$ cat config.mk
export PLATFORM = sky130hd
export DESIGN_NAME = subterranean_hash_sequencer
export DESIGN_NICKNAME = d
export VERILOG_FILES = /design/src/rtl/subterranean_hash_sequencer.sv
export SDC_FILE = /design/constraint.sdc
export NUM_CORES = 1
export LEC_CHECK = 0
export CAP_MARGIN = 20
export CORE_AREA = 5 5 135 73
export CTS_CLUSTER_DIAMETER = 80
export DETAILED_ROUTE_END_ITERATION = 16
export DIE_AREA = 0 0 140 78
export PLACE_DENSITY = 0.74
export SYNTH_ARGS = -nofsm -noshare
export SYNTH_HDL_FRONTEND = slang
export SYNTH_SLANG_ARGS = --single-unit
$ cat constraint.sdc
create_clock -name clk -period 1.9 [get_ports clk]
set_clock_uncertainty 0.2 [all_clocks]
set_input_delay 0.19 -clock clk [delete_from_list [all_inputs] [get_ports clk]]
set_output_delay 0.19 -clock clk [all_outputs]
set_load 0.02 [all_outputs]
$ cat src/rtl/subterranean_hash_sequencer.sv
// Subterranean hash/XOF command sequencer: takes a byte stream, issues
// init/absorb/pad/blank/squeeze commands to the core, and streams the digest.
// Ports:
//   clk, rst                  clock, synchronous active-high reset
//   start, msg_empty          begin a hash; msg_empty=1 means zero-length message
//   s_data/s_valid/s_last/s_ready   message byte stream in
//   m_data/m_valid/m_last/m_ready   32-bit digest word stream out
//   busy, done                hash in progress / one-cycle completion pulse
//   core_*                    command interface to the Subterranean core
module subterranean_hash_sequencer #(
    parameter int DIGEST_WORDS = 8,
    parameter int BLANK_ROUNDS = 8
) (
    input  logic        clk,
    input  logic        rst,
    input  logic        start,
    input  logic        msg_empty,
    input  logic [7:0]  s_data,
    input  logic        s_valid,
    input  logic        s_last,
    output logic        s_ready,
    output logic [31:0] m_data,
    output logic        m_valid,
    output logic        m_last,
    input  logic        m_ready,
    output logic        busy,
    output logic        done,
    output logic        core_start_operation,
    output logic [3:0]  core_operation_type,
    output logic [31:0] core_buffer_in,
    output logic [1:0]  core_buffer_in_size,
    input  logic [31:0] core_buffer_out,
    input  logic        core_free,
    input  logic        core_finish
);

    localparam int WW = $clog2(DIGEST_WORDS + 1);
    localparam logic [4:0]    BLANK_LAST = 5'(BLANK_ROUNDS - 1);
    localparam logic [WW-1:0] WORD_LAST  = WW'(DIGEST_WORDS - 1);

    typedef enum logic [3:0] {
        S_IDLE, S_INIT, S_GET, S_BYTE, S_ABLANK,
        S_PAD, S_BLANK, S_SQZ, S_OUT, S_DONE
    } state_t;

    state_t        state;
    logic          pending;   // command strobed, waiting for core_finish
    logic          empty_q;
    logic [7:0]    byte_q;
    logic          last_q;
    logic [4:0]    cnt;
    logic [WW-1:0] wcnt;

    logic        is_cmd;
    logic [3:0]  cmd_type;
    logic [31:0] cmd_buf;
    logic [1:0]  cmd_size;

    // Command fields belonging to each command-issuing state.
    always_comb begin
        is_cmd   = 1'b1;
        cmd_type = 4'd2;
        cmd_buf  = 32'h0000_0001;
        cmd_size = 2'b00;
        case (state)
            S_INIT: begin
                cmd_type = 4'd0;
                cmd_buf  = 32'h0;
                cmd_size = 2'b11;
            end
            S_BYTE: begin
                cmd_buf  = {23'b0, 1'b1, byte_q};
                cmd_size = 2'b01;
            end
            S_ABLANK, S_PAD, S_BLANK: ;
            S_SQZ: begin
                cmd_type = 4'd7;
                cmd_size = 2'b11;
            end
            default: begin
                is_cmd   = 1'b0;
                cmd_type = 4'd0;
                cmd_buf  = 32'h0;
                cmd_size = 2'b11;
            end
        endcase
    end

    always_ff @(posedge clk) begin
        if (rst) begin
            state                <= S_IDLE;
            pending              <= 1'b0;
            empty_q              <= 1'b0;
            byte_q               <= 8'h0;
            last_q               <= 1'b0;
            cnt                  <= 5'd0;
            wcnt                 <= '0;
            s_ready              <= 1'b0;
            m_data               <= 32'h0;
            m_valid              <= 1'b0;
            m_last               <= 1'b0;
            busy                 <= 1'b0;
            done                 <= 1'b0;
            core_start_operation <= 1'b0;
            core_operation_type  <= 4'd0;
            core_buffer_in       <= 32'h0;
            core_buffer_in_size  <= 2'b00;
        end else begin
            done                 <= 1'b0;
            core_start_operation <= 1'b0;
            core_operation_type  <= 4'd0;
            core_buffer_in       <= 32'h0;
            if (state != S_IDLE)
                core_buffer_in_size <= 2'b11;

            if (is_cmd) begin
                if (!pending) begin
                    if (core_free) begin
                        core_start_operation <= 1'b1;
                        core_operation_type  <= cmd_type;
                        core_buffer_in       <= cmd_buf;
                        core_buffer_in_size  <= cmd_size;
                        pending              <= 1'b1;
                    end
                end else if (core_finish) begin
                    pending <= 1'b0;
                    case (state)
                        S_INIT: begin
                            cnt   <= 5'd0;
                            state <= empty_q ? S_PAD : S_GET;
                        end
                        S_BYTE: state <= S_ABLANK;
                        S_ABLANK: begin
                            cnt   <= 5'd0;
                            state <= last_q ? S_PAD : S_GET;
                        end
                        S_PAD: begin
                            if (cnt == 5'd1) begin
                                cnt   <= 5'd0;
                                state <= S_BLANK;
                            end else begin
                                cnt <= cnt + 5'd1;
                            end
                        end
                        S_BLANK: begin
                            if (cnt == BLANK_LAST) begin
                                wcnt  <= '0;
                                state <= S_SQZ;
                            end else begin
                                cnt <= cnt + 5'd1;
                            end
                        end
                        S_SQZ: begin
                            m_data  <= core_buffer_out;
                            m_valid <= 1'b1;
                            m_last  <= (wcnt == WORD_LAST);
                            state   <= S_OUT;
                        end
                        default: ;
                    endcase
                end
            end

            case (state)
                S_IDLE: begin
                    if (start) begin
                        empty_q <= msg_empty;
                        busy    <= 1'b1;
                        pending <= 1'b0;
                        state   <= S_INIT;
                    end
                end
                // Open the byte window only once the core can take the absorb.
                S_GET: begin
                    if (!s_ready) begin
                        if (core_free)
                            s_ready <= 1'b1;
                    end else if (s_valid) begin
                        byte_q  <= s_data;
                        last_q  <= s_last;
                        s_ready <= 1'b0;
                        state   <= S_BYTE;
                    end
                end
                S_OUT: begin
                    if (m_ready) begin
                        m_valid <= 1'b0;
                        m_last  <= 1'b0;
                        if (wcnt == WORD_LAST) begin
                            done  <= 1'b1;
                            busy  <= 1'b0;
                            state <= S_DONE;
                        end else begin
                            wcnt  <= wcnt + 1'b1;
                            state <= S_SQZ;
                        end
                    end
                end
                S_DONE: state <= S_IDLE;
                default: ;
            endcase
        end
    end

endmodule

---- Word level (Yosys, flattened, before mapping) ----
Index checks and enable logic that the tools add are counted.
Widths: inputs -> output; s select.
storage, ports and cells
  register bits ........................... 100
  latch bits .............................. 0
  memory bits (writable) .................. 0
  memory bits (read-only) ................. 0
  input bits .............................. 49
  output and inout port bits .............. 76
  logic and storage cells ................. 114
  memories kept ........................... 0
operators by class
  add/sub/neg operators ................... 2
  multipliers ............................. 0
  divide/modulo/power cells ............... 0
  $lt $le $gt $ge ......................... 0
  eq/ne operators ......................... 16
  shift-type cells ........................ 0
  muxes and demuxes ....................... 58
  bitwise operators ....................... 4
  reduce and logical (&&, ||, !) cells .... 17
operator list
  operator             count
  $mux 4               18
  $mux 1               25
  $pmux 4 s6           1
  $eq 4x3->1 const B   5
  $pmux 9 s2           1
  $pmux 4 s4           1
  $pmux 5 s3           1
  $reduce_or 4->1      3
  $mux 5               2
  $reduce_or 3->1      3
  $eq 4x2->1 const B   2
  $eq 4x4->1 const B   2
  $mux 2               4
  $ne 2x2->1 const B   4
  $reduce_and 4->1     2
  $mux 3               2
  $pmux 3 s2           1
  $reduce_or 6->1      1
  $add 5x1->5 const B  1
  $eq 5x1->1 const B   1
  $eq 5x3->1 const B   1
  $reduce_and 5->1     1
  $add 4x1->4 const B  1
  $eq 4x1->1 const B   1
  other kinds (10)     13

---- Logic depth before layout (Yosys ltp) ----
  depth in word-level cells ............... 9
  gate-level depth with buffers ........... 7
  mapped depth without buffers ............ 6

---- Worst setup path after synthesis ----
OpenSTA, ideal clock, no wires.
  path type ............................... register to register
  start ................................... reg state[3]
  end ..................................... reg cnt[3]
  library setup time ...................... 80 ps
  arrival time ............................ 1654 ps
  required time ........................... 1620 ps
  path slack .............................. -33 ps
  cell stages (with the launch flop) ...... 6
  buffers on the path ..................... 1
  period minus slack after synthesis ...... 1933 ps
  path through ............................ dfxtp_1 > nand3b_4 > or2_1 > buf_6 > or4_1 > a211oi_2
between the ends
  cells in the longest elaborated chain, start to end .. 4
  elaborated cells between the ends (all ways) .. 13
  those cells by class .................... eq/ne (7); mux (2); reduce/logical (4)
RTL lines
  what                                                          RTL line  source
  start, declared                                               46        state_t state;
  start signal, assigned                                        130       state <= empty_q ? S_PAD : S_GET;
  start signal, assigned                                        135       state <= last_q ? S_PAD : S_GET;
  $eq 4x3->1, or another cell as far along                      65, 127
  $reduce_or 6->1 (no line) or $reduce_or 2->1 (tied branches)  --
  $mux 1 or $reduce_bool 3->1 (tied branches)                   --
  $reduce_and 5->1 (no line)                                    --
  end signal, assigned                                          142       cnt <= cnt + 5'd1;
  end signal, assigned                                          150       cnt <= cnt + 5'd1;
  end, declared                                                 51        logic [4:0] cnt;
Parallel ways exist; a longest one is shown, timed or not.
A chain may end at the register's enable or synchronous reset.

---- Worst setup path after layout ----
  start ................................... reg cnt[1]
  end ..................................... reg cnt[0]
between the ends
  cells in the longest elaborated chain, start to end .. 3
  elaborated cells between the ends (all ways) .. 6
  those cells by class .................... eq/ne (3); mux (2); reduce/logical (1)
RTL lines
  what                                                      RTL line
  $eq 5x3->1 or $eq 5x1->1 (tied branches)                  146, 138
  $ne 2x2->1 (no line) or $mux 5 (tied branches)            --
  $reduce_and 5->1 (no line) or $pmux 5 s3 (tied branches)  --
Parallel ways exist; a longest one is shown, timed or not.

==> flow_summary_export.csv <==
group,metric,value,unit
status,status,"finished clean",
worst_hold_path,min_from,"core_buffer_out[20]",
detailed_routing,routed_wl,9.40,mm
place,gp_congestion,0.897,
sta,worstMarginPinSlew,720,ps
cells_and_area,final_area,4930,sq um
worst_hold_path,min_path_cells,3,
cells_and_area,syn2layout_area_growth,52.6,%
detailed_routing,first_pass_iters,5,
setup_path,required,1950,ps
synthesis,yosys.area_share.simple,25.2,%
synthesis,synthMuxAreaShare,1.24,%
sta,slew_viol_final,0,
synthesis,yosys-top-cells-area,"dfxtp_1 46%, nand2_1 10%, a21oi_1 8.5%",
detailed_routing,avgViaCountPerCell,4.82,
sta,fin_crit_sh,97.3,%
sta,period_needed,1850,ps
detailed_routing,drc,0,
synthesis,yosysMostFrequentCell,"nand2_1",
synthesis,yosys.area_share.xor_xnor,0.271,%
synthesis,yosys_register_bits,75,
setup_path,reg2regPathDepth,6,
sta,setup_violations,0,
setup_path,crit_chain,"ha_4 -> nor4bb_4 -> o21a_4 -> buf_4 -> or3_1 -> a211oi_2",
synthesis,synth-edff-count,0,
floorplanning,coreArea,8470,sq um
synthesis,synth_compound_area_share,15.9,%
synthesis,ys_async_sr_fraction,0,%
grt,antenna_found_initial,0,
floorplanning,rows,24,
clock_tree,numClockSinks,75,
cells_and_area,nNetsFinal,561,
clock_tree,clockBufferDepth,2,
detailed_routing,routedWlPerCell,14.9,um
setup_path,cpMaxStageDelayCell,"dfxtp_2",
clock_tree,path_clk_slew,60,ps
synthesis,synth-adder-area-share,1.16,%
clock_tree,cts-htree-levels,3,
setup_path,slowest_delay,330,ps
synthesis,synth_area,3230,sq um
clock_tree,cts_made_buffers,9,
setup_path,cp.arrival,1900,ps
power_and_ir_drop,power_leakage,1.79,nW
cells_and_area,final_util,58.2,%
synthesis,synth_top_family_by_area,"simple AND/OR/NAND/NOR gates",
place,io_buffers,100,
cells_and_area,stdcell_count,630,
synthesis,netlist.area_leader.share,46.5,%
worst_hold_path,hold_class,"primary input to register",
grt,grt_usage,17.5,%
flow_run,maxCapViolations,0,
floorplanning,die-height,78,um
place,dpl.hpwl,6.80,mm
place,place_area,4450,sq um
floorplanning,die_x,140,um
place,dp_slack,-265,ps
setup_path,critPathMaxFanout,5,
grt,grt-ovfl-total,0,
synthesis,syn_avg_cell_area,8.30,sq um
setup_path,reg2reg_slack,50,ps
cells_and_area,num_antenna_cells,0,
synthesis,yosysWarnings,0,
floorplanning,io_pins,125,
synthesis,synthCells,389,
cells_and_area,nFillCells,723,
power_and_ir_drop,power.density,776,nW/um^2
clock_tree,clock-root-buffer,"clkbuf_16",
setup_path,worst-setup-path-type,"register to register",
clock_tree,clk_latency,330,ps
power_and_ir_drop,max-vdd-ir-drop,0.000533,V
synthesis,synth_common_cells,"89 x nand2_1, 75 x dfxtp_1, 55 x a21oi_1",
place,dpl.cell_count,612,
sta,slew_headroom,52.0,%
sta,max_freq,0.541,GHz
synthesis,yosysSeqAreaShare,46.5,%
cells_and_area,drive_gt1_share,16.0,%
synthesis,yosysTopAreaCell,"dfxtp_1",
detailed_routing,num_vias,3034,
setup_path,cp-start-kind,"register",
setup_path,reg2reg_to,"cnt[0]$_SDFFE_PP0P_",
grt,grt_pass1_vias,3037,
detailed_routing,drt-initial-drc-count,197,
detailed_routing,drtAntennaViolNets,0,
clock_tree,cts_tree,"done",
worst_hold_path,whs_endpoint,"m_data[20]$_SDFFE_PP0P_",
power_and_ir_drop,total_power,3.82,mW
grt,grt_max_degree,64,
setup_path,end_kind,"register",
grt,grt_first_pass_wirelength,15.3,mm
sta,fin_tns_setup,0,ps
floorplanning,die-area,10900,sq um
synthesis,synth_cell_types,52,
setup_path,worstReg2RegStart,"cnt[1]$_SDFFE_PP0P_",
sta,hold_violations,0,
sta,setup_ws,52.2,ps
sta,hold_ws,197,ps
synthesis,ys.flop_type,"dfxtp_1",
floorplanning,initial_core_util,38.1,%
## routing by layer
| layer | wire length [um] | vias up | track usage, % | share of wire, % |
|---|---|---|---|---|
| met5 | 0 | - | 0 | 0 |
| met4 | 109 | 0 | 6.09 | 1.2 |
| met3 | 1040 | 12 | 9.21 | 11 |
| met2 | 3820 | 120 | 24.8 | 41 |
| met1 | 4420 | 1380 | 22.9 | 47 |
| li1 | - | 1522 | - | - |
## area by class of cell
class	instances	area [sq um]	share of cell area, %
Multi-Input combinational cell	282	1620	32.8
Sequential cell	75	1510	30.6
Timing Repair Buffer	134	1290	26.2
Clock buffer	9	225	4.57
Tap cell	117	146	2.97
Clock inverter	6	113	2.29
Inverter	7	26.3	0.533
## what timing repair did
item / CTS / global route
gates resized for setup: 11 / 16
setup endpoints to repair: 6 / 21
hold buffers: 0 / 1
cloned: 0 / 0
pin swaps: 3 / 5
setup buffers: 2 / 1
endpoints found under the hold margin: 0 / 2
## placed cells by master, fill, tap and decap left out, types with 2 or more instances in the layout
cell type        netlist  routed
dfxtp_1               75      69
buf_4                 25      30
bufinv_16              0       3
or2_2                  2       2
and2_1                 8       8
a211oi_1               7       2
dfxtp_2                0       6
nand3_1               12      11
nor3_1                 9       9
nor3b_1                2       2
inv_1                  7       6
o31ai_1                4       4
mux2i_1                4       4
a21oi_1               55      55
o21ai_0                5       4
conb_1                 1      24
or4_4                  0       2
o211ai_1               2       2
nor2_1                10      10
or3_1                  4       4
nand2b_1               4       4
clkdlybuf4s50_1        0      99
nand2_1               89      89
nor2b_1                3       3
buf_12                 0       3
and3_1                 3       3
o22ai_1                2       2
clkbuf_16              0       9
a211oi_2               1       6
## sequential cells by signal, summed over array words and instances, names as in the netlist
name	count
pending	1
m_data	32
core_buffer_in	9
busy	1
m_valid	1
state	4
last_q	1
s_ready	1
core_start_operation	1
done	1
wcnt	4
empty_q	1
cnt	5
core_operation_type	2
byte_q	8
m_last	1
core_buffer_in_size	2
## worst max-delay path, delay by kind of cell (launching register included)
family	cells	cell delay, ps
and+or+nand+nor	2	490
AOI/OAI and AO/OA	2	430
DFF	1	330
adders and majority gates	1	160
buffers and inverters	1	150
## worst max path at each step
stage / startpoint / to / slack [ps]
final: cnt[1]$_SDFFE_PP0P_ / cnt[0]$_SDFFE_PP0P_ / 50
after global routing: cnt[1]$_SDFFE_PP0P_ / cnt[1]$_SDFFE_PP0P_ / -10
after CTS: state[3]$_SDFF_PP0_ / core_buffer_in[0]$_SDFF_PP0_ / 8
after detailed placement: core_free / core_buffer_in[4]$_SDFF_PP0_ / -260
after global placement: core_finish / cnt[4]$_SDFFE_PP0P_ / -190
after floorplan: state[3]$_SDFF_PP0_ / cnt[3]$_SDFFE_PP0P_ / 6
## cell families after synthesis
family                   after synthesis
AND/OR/NAND/NOR                      163
multiplexers                           4
XOR/XNOR                               1
buffers and inverters                 55
adder cells (fa/ha/maj)                3
flip-flops                            75
other                                  1
AO/OA/AOI/OAI                         87
## report_power, final
part	internal, mW	switching [mW]
clock	1.28	0.657
combinational	0.145	0.146
sequential	1.59	0.0104
No activity file was read; power rests on OpenSTA's default activity.
